### src/rtl/ula_op_sequencer_if.sv
// ULA shared-bus bundle: request, operand, enable and result signals.
// master = sequencer side, slave = request source / function-unit side.
interface ula_op_sequencer_if #(
  parameter int NUM_UNITS = 4
);
  logic                 start;
  logic [2:0]           op;
  logic [7:0]           a_in;
  logic [7:0]           b_in;
  logic [7:0]           a_op;
  logic [7:0]           b_op;
  logic [NUM_UNITS-1:0] en;
  logic [7:0]           bus;
  logic [7:0]           acc;
  logic                 zero;
  logic                 neg;
  logic                 busy;
  logic                 done;
  logic                 err;

  modport master (
    input  start, op, a_in, b_in, bus,
    output a_op, b_op, en, acc, zero, neg,
    output busy, done, err
  );

  modport slave (
    output start, op, a_in, b_in, bus,
    input  a_op, b_op, en, acc, zero, neg,
    input  busy, done, err
  );
endinterface

### src/rtl/ula_op_sequencer.sv
// ULA op sequencer: latches a request, enables one bus unit,
// then captures the bus into an accumulator with zero/neg flags.
module ula_op_sequencer #(
  parameter int NUM_UNITS     = 4,
  parameter int SETTLE_CYCLES = 1
) (
  input logic clk,
  input logic rst,
  ula_op_sequencer_if.master io
);

  typedef enum logic [1:0] {
    IDLE,
    DRIVE,
    DONE
  } state_e;

  localparam logic [3:0] LAST = 4'(SETTLE_CYCLES - 1);

  state_e               state_q, state_d;
  logic [3:0]           cnt_q, cnt_d;
  logic [2:0]           op_q, op_d;
  logic [7:0]           a_op_q, a_op_d;
  logic [7:0]           b_op_q, b_op_d;
  logic [NUM_UNITS-1:0] en_q, en_d;
  logic [7:0]           acc_q, acc_d;
  logic                 zero_q, zero_d;
  logic                 neg_q, neg_d;
  logic                 busy_q, busy_d;
  logic                 done_q, done_d;
  logic                 err_q, err_d;

  function automatic logic is_legal(
    input logic [2:0] o
  );
    return {29'd0, o} < 32'(NUM_UNITS);
  endfunction

  // Out-of-range ops decode to no enable at all.
  function automatic logic [NUM_UNITS-1:0] dec(
    input logic [2:0] o
  );
    logic [NUM_UNITS-1:0] r;
    for (int i = 0; i < NUM_UNITS; i++)
      r[i] = ({29'd0, o} == 32'(i));
    return r;
  endfunction

  always_comb begin
    state_d = state_q;
    cnt_d   = cnt_q;
    op_d    = op_q;
    a_op_d  = a_op_q;
    b_op_d  = b_op_q;
    en_d    = en_q;
    acc_d   = acc_q;
    zero_d  = zero_q;
    neg_d   = neg_q;
    busy_d  = busy_q;
    done_d  = 1'b0;
    err_d   = 1'b0;
    unique case (state_q)
      IDLE: begin
        if (io.start) begin
          state_d = DRIVE;
          a_op_d  = io.a_in;
          b_op_d  = io.b_in;
          op_d    = io.op;
          cnt_d   = '0;
          busy_d  = 1'b1;
          en_d    = dec(io.op);
        end
      end
      DRIVE: begin
        cnt_d = cnt_q + 4'd1;
        if (cnt_q == LAST) begin
          state_d = DONE;
          en_d    = '0;
          done_d  = 1'b1;
          err_d   = ~is_legal(op_q);
          if (is_legal(op_q)) begin
            acc_d  = io.bus;
            zero_d = (io.bus == 8'h00);
            neg_d  = io.bus[7];
          end
        end
      end
      DONE: begin
        state_d = IDLE;
        busy_d  = 1'b0;
      end
      default: begin
        state_d = IDLE;
        en_d    = '0;
        busy_d  = 1'b0;
      end
    endcase
  end

  always_ff @(posedge clk) begin
    if (rst) begin
      state_q <= IDLE;
      cnt_q   <= '0;
      op_q    <= '0;
      a_op_q  <= '0;
      b_op_q  <= '0;
      en_q    <= '0;
      acc_q   <= '0;
      zero_q  <= 1'b1;
      neg_q   <= 1'b0;
      busy_q  <= 1'b0;
      done_q  <= 1'b0;
      err_q   <= 1'b0;
    end else begin
      state_q <= state_d;
      cnt_q   <= cnt_d;
      op_q    <= op_d;
      a_op_q  <= a_op_d;
      b_op_q  <= b_op_d;
      en_q    <= en_d;
      acc_q   <= acc_d;
      zero_q  <= zero_d;
      neg_q   <= neg_d;
      busy_q  <= busy_d;
      done_q  <= done_d;
      err_q   <= err_d;
    end
  end

  assign io.a_op = a_op_q;
  assign io.b_op = b_op_q;
  assign io.en   = en_q;
  assign io.acc  = acc_q;
  assign io.zero = zero_q;
  assign io.neg  = neg_q;
  assign io.busy = busy_q;
  assign io.done = done_q;
  assign io.err  = err_q;

endmodule

### src/flat_wrapper.sv
// flat-port wrapper written by rule: the top's interface ports become plain ports
module ula_op_sequencer_flat 
#(
  parameter int NUM_UNITS     = 4,
  parameter int SETTLE_CYCLES = 1
)
  (clk, rst, io_start, io_op, io_a_in, io_b_in, io_bus, io_a_op, io_b_op, io_en, io_acc, io_zero, io_neg, io_busy, io_done, io_err);
  ula_op_sequencer_if #(.NUM_UNITS(NUM_UNITS)) io_i ();
  input logic clk;
  input logic rst;
  input wire logic [$bits(io_i.start)-1:0] io_start;
  input wire logic [$bits(io_i.op)-1:0] io_op;
  input wire logic [$bits(io_i.a_in)-1:0] io_a_in;
  input wire logic [$bits(io_i.b_in)-1:0] io_b_in;
  input wire logic [$bits(io_i.bus)-1:0] io_bus;
  output wire logic [$bits(io_i.a_op)-1:0] io_a_op;
  output wire logic [$bits(io_i.b_op)-1:0] io_b_op;
  output wire logic [$bits(io_i.en)-1:0] io_en;
  output wire logic [$bits(io_i.acc)-1:0] io_acc;
  output wire logic [$bits(io_i.zero)-1:0] io_zero;
  output wire logic [$bits(io_i.neg)-1:0] io_neg;
  output wire logic [$bits(io_i.busy)-1:0] io_busy;
  output wire logic [$bits(io_i.done)-1:0] io_done;
  output wire logic [$bits(io_i.err)-1:0] io_err;
  assign io_i.start = io_start;
  assign io_i.op = io_op;
  assign io_i.a_in = io_a_in;
  assign io_i.b_in = io_b_in;
  assign io_i.bus = io_bus;
  assign io_a_op = io_i.a_op;
  assign io_b_op = io_i.b_op;
  assign io_en = io_i.en;
  assign io_acc = io_i.acc;
  assign io_zero = io_i.zero;
  assign io_neg = io_i.neg;
  assign io_busy = io_i.busy;
  assign io_done = io_i.done;
  assign io_err = io_i.err;
  ula_op_sequencer #(.NUM_UNITS(NUM_UNITS), .SETTLE_CYCLES(SETTLE_CYCLES)) u_core (.clk(clk), .rst(rst), .io(io_i));
endmodule
### config.mk
export PLATFORM = sky130hd
export DESIGN_NAME = ula_op_sequencer_flat
export DESIGN_NICKNAME = d
export VERILOG_FILES = /design/src/rtl/ula_op_sequencer_if.sv /design/src/rtl/ula_op_sequencer.sv /design/src/flat_wrapper.sv
export SDC_FILE = /design/constraint.sdc
export NUM_CORES = 1
export LEC_CHECK = 0
export CELL_PAD_IN_SITES_DETAIL_PLACEMENT = 1
export CELL_PAD_IN_SITES_GLOBAL_PLACEMENT = 1
export CORE_UTILIZATION = 32
export CTS_BUF_LIST = sky130_fd_sc_hd__clkbuf_2
export DETAILED_ROUTE_END_ITERATION = 8
export GPL_ROUTABILITY_DRIVEN = 0
export PLACE_DENSITY_LB_ADDON = 0.1
export SETUP_SLACK_MARGIN = 0.02
export SYNTH_ARGS = -nofsm -noshare
export SYNTH_HDL_FRONTEND = slang
export SYNTH_SLANG_ARGS = --single-unit
### constraint.sdc
create_clock -name clk -period 2.1 [get_ports clk]
set_clock_uncertainty 0.05 [all_clocks]
set_input_delay 0.315 -clock clk [delete_from_list [all_inputs] [get_ports clk]]
set_output_delay 0.315 -clock clk [all_outputs]
set_load 0.05 [all_outputs]
==> flow_summary.yaml, run 1 <==
outcome:
  outcome: "finished, final reports clean"
hold_path:
  worstHoldPathType: "in -> reg"
synthesis:
  yosys_most_used_dff: "dfxtp_1"
  ys_seq_elements: 39
  syn_area_mm2: 0.00157
  seq_area_frac_synth_pct: 49.7
  yosys.area.top_type: "dfxtp_1"
  async_reset_ff_share_pct: 0
  syn_inst: 180
  synth_edf_count: 0
  yosysWarnings: 0
  synth_top_cells_by_count: "dfxtp_1, nand2_1, a21oi_1"
  synth.distinct_cells: 33
  synth_nets: 212
  synth_top_area_share_pct: 49.7
  syn_area_per_cell_um2: 8.72
  synth_area_leaders: "dfxtp_1, nand2_1, a21oi_1, nand3_1, mux2i_1"
clock_network:
  clk_pin_slew_ns: 0.20
  cts_resized: 0
  cts_max_level: 2
  cts_tree: "done"
  postCtsSetupBuffers: 0
  postCtsHoldBufs: 0
  cts_buffer_depth: 2
  clock_sinks: 39
  clockRootBuffer: "clkbuf_2"
  cts_buffers: 5
  insertion_delay_ns: 0.39
drt:
  wire_per_inst_um: 13.9
  wl_um: 4270
  drc: 0
  vias_per_cell: 4.85
  drt_first_pass_iters: 4
  num_vias: 1490
  ant_nets: 0
  drt_iter0_drc: 42
pwr:
  p_seq_share_pct: 50.7
  power_density_mw_per_mm2: 722
  power.leakage_nw: 0.808
  switchingPower_mw: 0.573
  p_sw_share_pct: 35.1
  ir_drop_mv: 0.322
  power_frac_clock_pct: 20.8
  p_int_mw: 1.06
  combPwrFrac_pct: 28.5
global_routing:
  grt-ovfl-total: 0
  grt_pass1_wl_um: 6720
  grt_use_total_pct: 16.9
  antenna_found_initial: 0
  grt_pass1_vias: 1468
  grt_max_degree: 35
final_layout:
  nFillCells: 560
  regArea_um2: 781
  diodes: 0
  multiInputGateArea_um2: 701
  fin_nets: 271
  area_delta_synth_final_pct: 43.9
  drive_gt1_share_pct: 6.67
flow_run:
  cap_violations: 0
sta:
  fin_crit_ns: 1.97
  period_share_pct: 93.7
  fin_tns_setup_ns: 0
  finalWorstSetupSlack_ns: 0.133
  setup_viol: 0
  worst_slew_pin_slew_ns: 0.576
  rsz0062_at_grt: "false"
  finalHoldViolCount: 0
  slew_headroom_pct: 61.5
  fmax_ghz: 0.508
  slew_viol_final: 0
setup_path:
  crit_arrival_ns: 1.60
  cp_top_family: "buffers and inverters"
  crit_required_ns: 1.74
  critPathCaptureType: "output port"
  cpPeakStageDelay_ns: 0.81
  crit_slowest_cell: "clkdlybuf4s50_1"
  cp-start-kind: "flip-flop"
  worstSetupPathType: "reg -> out"
  path_cells: "clkdlybuf4s50_1"
  cp_max_fo: 2
  critPathBufInv: 1
die:
  io_pins: 63
  die_area_mm2: 0.00519
  die_w_um: 72.1
  start_util_pct: 33.2
  fp.dieH_um: 72.1
  core_area_mm2: 0.00472
  rows: 25
place:
  dp_hpwl_um: 3100
  pre_cts_ws_ns: 0.184
  numPortBuffers: 62
worst paths after layout:
kind,slack (ns),startpoint,endpoint,cells past startpoint
hold / removal,0.40,io_a_in[3],u_core.io.a_op[3],3
setup reg to reg,0.42,u_core.state_q[0],u_core.io.acc[2],3
hold reg to reg,0.42,u_core.io.en[0],u_core.io.en[0],2
setup / recovery,0.13,u_core.io.a_op[7],io_a_op[7],1
sequential cells by signal, summed over array words and instances (netlist names):
register	flops
u_core.io.a_op	8
u_core.io.b_op	8
u_core.io.busy	1
u_core.io.acc	8
u_core.io.done	1
u_core.io.zero	1
u_core.state_q	2
u_core.cnt_q	4
u_core.io.err	1
u_core.op_q	1
u_core.io.en	4
per-stage QoR:
stage | std cells | hold WS, ns | utilization, % | cell area, um2 | total power [mW]
floorplan | 180 | 0.401 | - | 1570 | 1.14
global placement | 299 | 0.393 | 47.0 | 2220 | 1.30
detailed placement | 299 | 0.403 | 47.0 | 2220 | 1.31
CTS | 307 | 0.376 | 47.8 | 2260 | 1.65
global route | 307 | 0.369 | 47.8 | 2260 | 1.71
finish | 307 | 0.400 | 47.8 | 2260 | 1.63
power by group through the flow:
stage	clock, mW	combinational (mW)	sequential (mW)
2_1_floorplan	0	0.165	0.972
3_3_place_gp	0	0.457	0.839
3_5_place_dp	0	0.469	0.844
4_1_cts	0.352	0.471	0.829
5_1_grt	0.382	0.494	0.835
6_report	0.339	0.465	0.828
placed cells by master (no fill, tap or decap), types with 5 or more instances in the layout:
master           instances
a21oi_1                 28
nand2_1                 39
clkdlybuf4s50_1         62
o21ai_0                  9
clkbuf_2                 7
dfxtp_1                 39
mux2i_1                  5
nand3_1                 11
cell type report:
| type | instances | area share (%) |
|---|---|---|
| repair buffers | 65 | 28.5 |
| flip-flops and latches | 39 | 34.6 |
| clock inverters | 1 | 0.221 |
| clock buffers | 7 | 1.55 |
| well taps | 67 | 3.71 |
| inverters | 3 | 0.498 |
| multi-input cells | 125 | 31.0 |
logic make-up (layout without fill, tap and decap cells):
| group | Yosys count | in the layout | share of synthesized area [%] |
|---|---|---|---|
| compound gates | 43 | 43 | 14.8 |
| flops | 39 | 39 | 49.7 |
| buf+inv | 16 | 76 | 5.66 |
| fa+ha+maj | 2 | 2 | 1.59 |
| simple gates | 75 | 75 | 25.0 |
| mux | 5 | 5 | 3.19 |
per-layer routing:
layer / wire length [um] / vias to the layer above / GRT usage [%]
met1: 1840 / 706 / 18.7
met3: 240 / 6 / 4.86
met5: 0 / - / 0
met2: 2130 / 45 / 30.8
met4: 59 / 0 / 6.10
li1: - / 733 / -
Note: power is estimated with default switching activity, not from simulation.
==> inputs of run 2 (changes only) <==
- PLACE_DENSITY: default -> 0.83
- PLACE_DENSITY_LB_ADDON: 0.1 -> default
- REMOVE_ABC_BUFFERS: default -> 1
==> run 2 against run 1 <==
Sequential share of layout area is 0.36 points lower. Via count is 2.1% lower. Highest routed layer unchanged. Largest cell class unchanged. Power is 5.8% higher. Setup slack worse by 0.027 ns. Flip-flop and latch count stayed put. Critical path type unchanged. Maximum frequency is 1.3% lower.
==> flow_summary.yaml, run 2 (synthesis results as in run 1) <==
outcome:
  outcome: "finished, final reports clean"
clock_network:
  cts_resized: 0
  insertion_delay_ns: 0.40
  cts_buffers: 5
  cts_buffer_depth: 2
  postCtsSetupBuffers: 0
  cts_max_level: 2
  cts_tree: "done"
  postCtsHoldBufs: 0
  clockRootBuffer: "clkbuf_2"
  clock_sinks: 39
  clk_pin_slew_ns: 0.21
pwr:
  p_int_mw: 1.16
  combPwrFrac_pct: 26.7
  switchingPower_mw: 0.562
  p_sw_share_pct: 32.6
  power_density_mw_per_mm2: 756
  p_seq_share_pct: 48.0
  finalPower_mw: 1.73
  power_frac_clock_pct: 25.3
  ir_drop_mv: 0.345
  power.leakage_nw: 0.815
place:
  placed_area_mm2: 0.00222
  numPortBuffers: 62
  dp_hpwl_um: 2850
setup_path:
  crit_required_ns: 1.74
  critPathBufInv: 1
  cp.depth: 1
  crit_arrival_ns: 1.63
  crit_end: "io_b_op[7]"
  cp-start-kind: "flip-flop"
  path_cells: "clkdlybuf4s50_1"
  timing.rr.end: "u_core.io.acc[1]"
  crit_start: "u_core.io.b_op[7]"
  cpPeakStageDelay_ns: 0.82
  cp_max_fo: 2
  cp_top_family: "buffers and inverters"
  critPathCaptureType: "output port"
  reg2reg_from: "u_core.state_q[0]"
  worstSetupPathType: "reg -> out"
  rr_worst_depth: 3
  rrSetupSlack_ns: 0.48
  crit_slowest_cell: "clkdlybuf4s50_1"
global_routing:
  antenna_found_initial: 0
  grt_pass1_wl_um: 6800
  grt_pass1_vias: 1498
  grt_max_degree: 35
  grt_use_total_pct: 17.2
  grt-ovfl-total: 0
hold_path:
  hold_path_depth: 3
  worstHoldPathType: "in -> reg"
final_layout:
  regArea_um2: 781
  drive_gt1_share_pct: 6.25
  final_common_cell: "clkdlybuf4s50_1"
  fin_nets: 271
  final_cell_mix: "clkdlybuf4s50_1, nand2_1, dfxtp_1"
  multiInputGateArea_um2: 701
  final_cell_area_mm2: 0.00228
  nFillCells: 543
  diodes: 0
  area_delta_synth_final_pct: 45.4
drt:
  wire_per_inst_um: 13.3
  num_vias: 1459
  ant_nets: 0
  drt_iter0_drc: 25
  vias_per_cell: 4.75
  wl_um: 4070
  drc: 0
  drt_first_pass_iters: 4
die:
  start_util_pct: 33.2
  rows: 25
  die_area_mm2: 0.00519
  die_w_um: 72.1
  io_pins: 63
  core_area_mm2: 0.00472
  fp.dieH_um: 72.1
sta:
  fin_hold_ws_ns: 0.370
  worst_slew_pin_slew_ns: 0.533
  finalHoldViolCount: 0
  slew_viol_final: 0
  fmax_ghz: 0.502
  rsz0062_at_grt: "false"
  slew_headroom_pct: 64.3
  fin_tns_setup_ns: 0
  fin_crit_ns: 1.99
  setup_viol: 0
  period_share_pct: 94.9
flow_run:
  cap_violations: 0
-- run 2: cell type report --
type / count / share of cell area [%]
Sequential cell: 39 / 34.2
Multi-Input combinational cell: 125 / 30.7
Timing Repair Buffer: 65 / 28.2
Tap cell: 67 / 3.67
Clock inverter: 3 / 1.70
Clock buffer: 5 / 1.10
Inverter: 3 / 0.493
-- run 2: worst min path at each step --
stage,end,slack (ns),start
2_1_floorplan,u_core.cnt_q[2],0.33,rst
3_3_place_gp,u_core.io.b_op[3],0.39,u_core.io.b_op[3]
4_1_cts,u_core.io.b_op[0],0.35,io_b_in[0]
6_report,u_core.io.b_op[0],0.37,io_b_in[0]
3_5_place_dp,u_core.io.a_op[1],0.40,u_core.io.a_op[1]
5_1_grt,u_core.io.a_op[5],0.34,io_a_in[5]
-- run 2: per-layer routing --
metal | vias up | share of wire, % | track usage (%)
met3 | 7 | 11 | 7.50
met5 | - | 0 | 0
met4 | 0 | 1.7 | 7.19
met2 | 60 | 45 | 27.9
li1 | 731 | - | -
met1 | 661 | 42 | 20.0
-- run 2: through the flow --
| stage | std cells | util (%) | setup slack [ns] |
|---|---|---|---|
| finish | 307 | 48.3 | 0.107 |
| floorplan | 167 | - | 0.288 |
| detailed placement | 299 | 47.0 | 0.190 |
| global route | 307 | 48.3 | 0.0265 |
| CTS | 307 | 48.3 | 0.0895 |
| global placement | 299 | 47.0 | 0.211 |
-- run 2: power by group through the flow --
stage	clock, mW	sequential (mW)	combinational (mW)
2_1_floorplan	0	0.985	0.122
3_3_place_gp	0	0.842	0.458
3_5_place_dp	0	0.844	0.462
4_1_cts	0.456	0.829	0.466
5_1_grt	0.493	0.837	0.493
6_report	0.437	0.828	0.461
==> inputs of run 3 (changes only) <==
- CTS_CLUSTER_DIAMETER: default -> 40
==> results of run 3 <==
Final layout, timing and power as in run 2 (identical DEF).
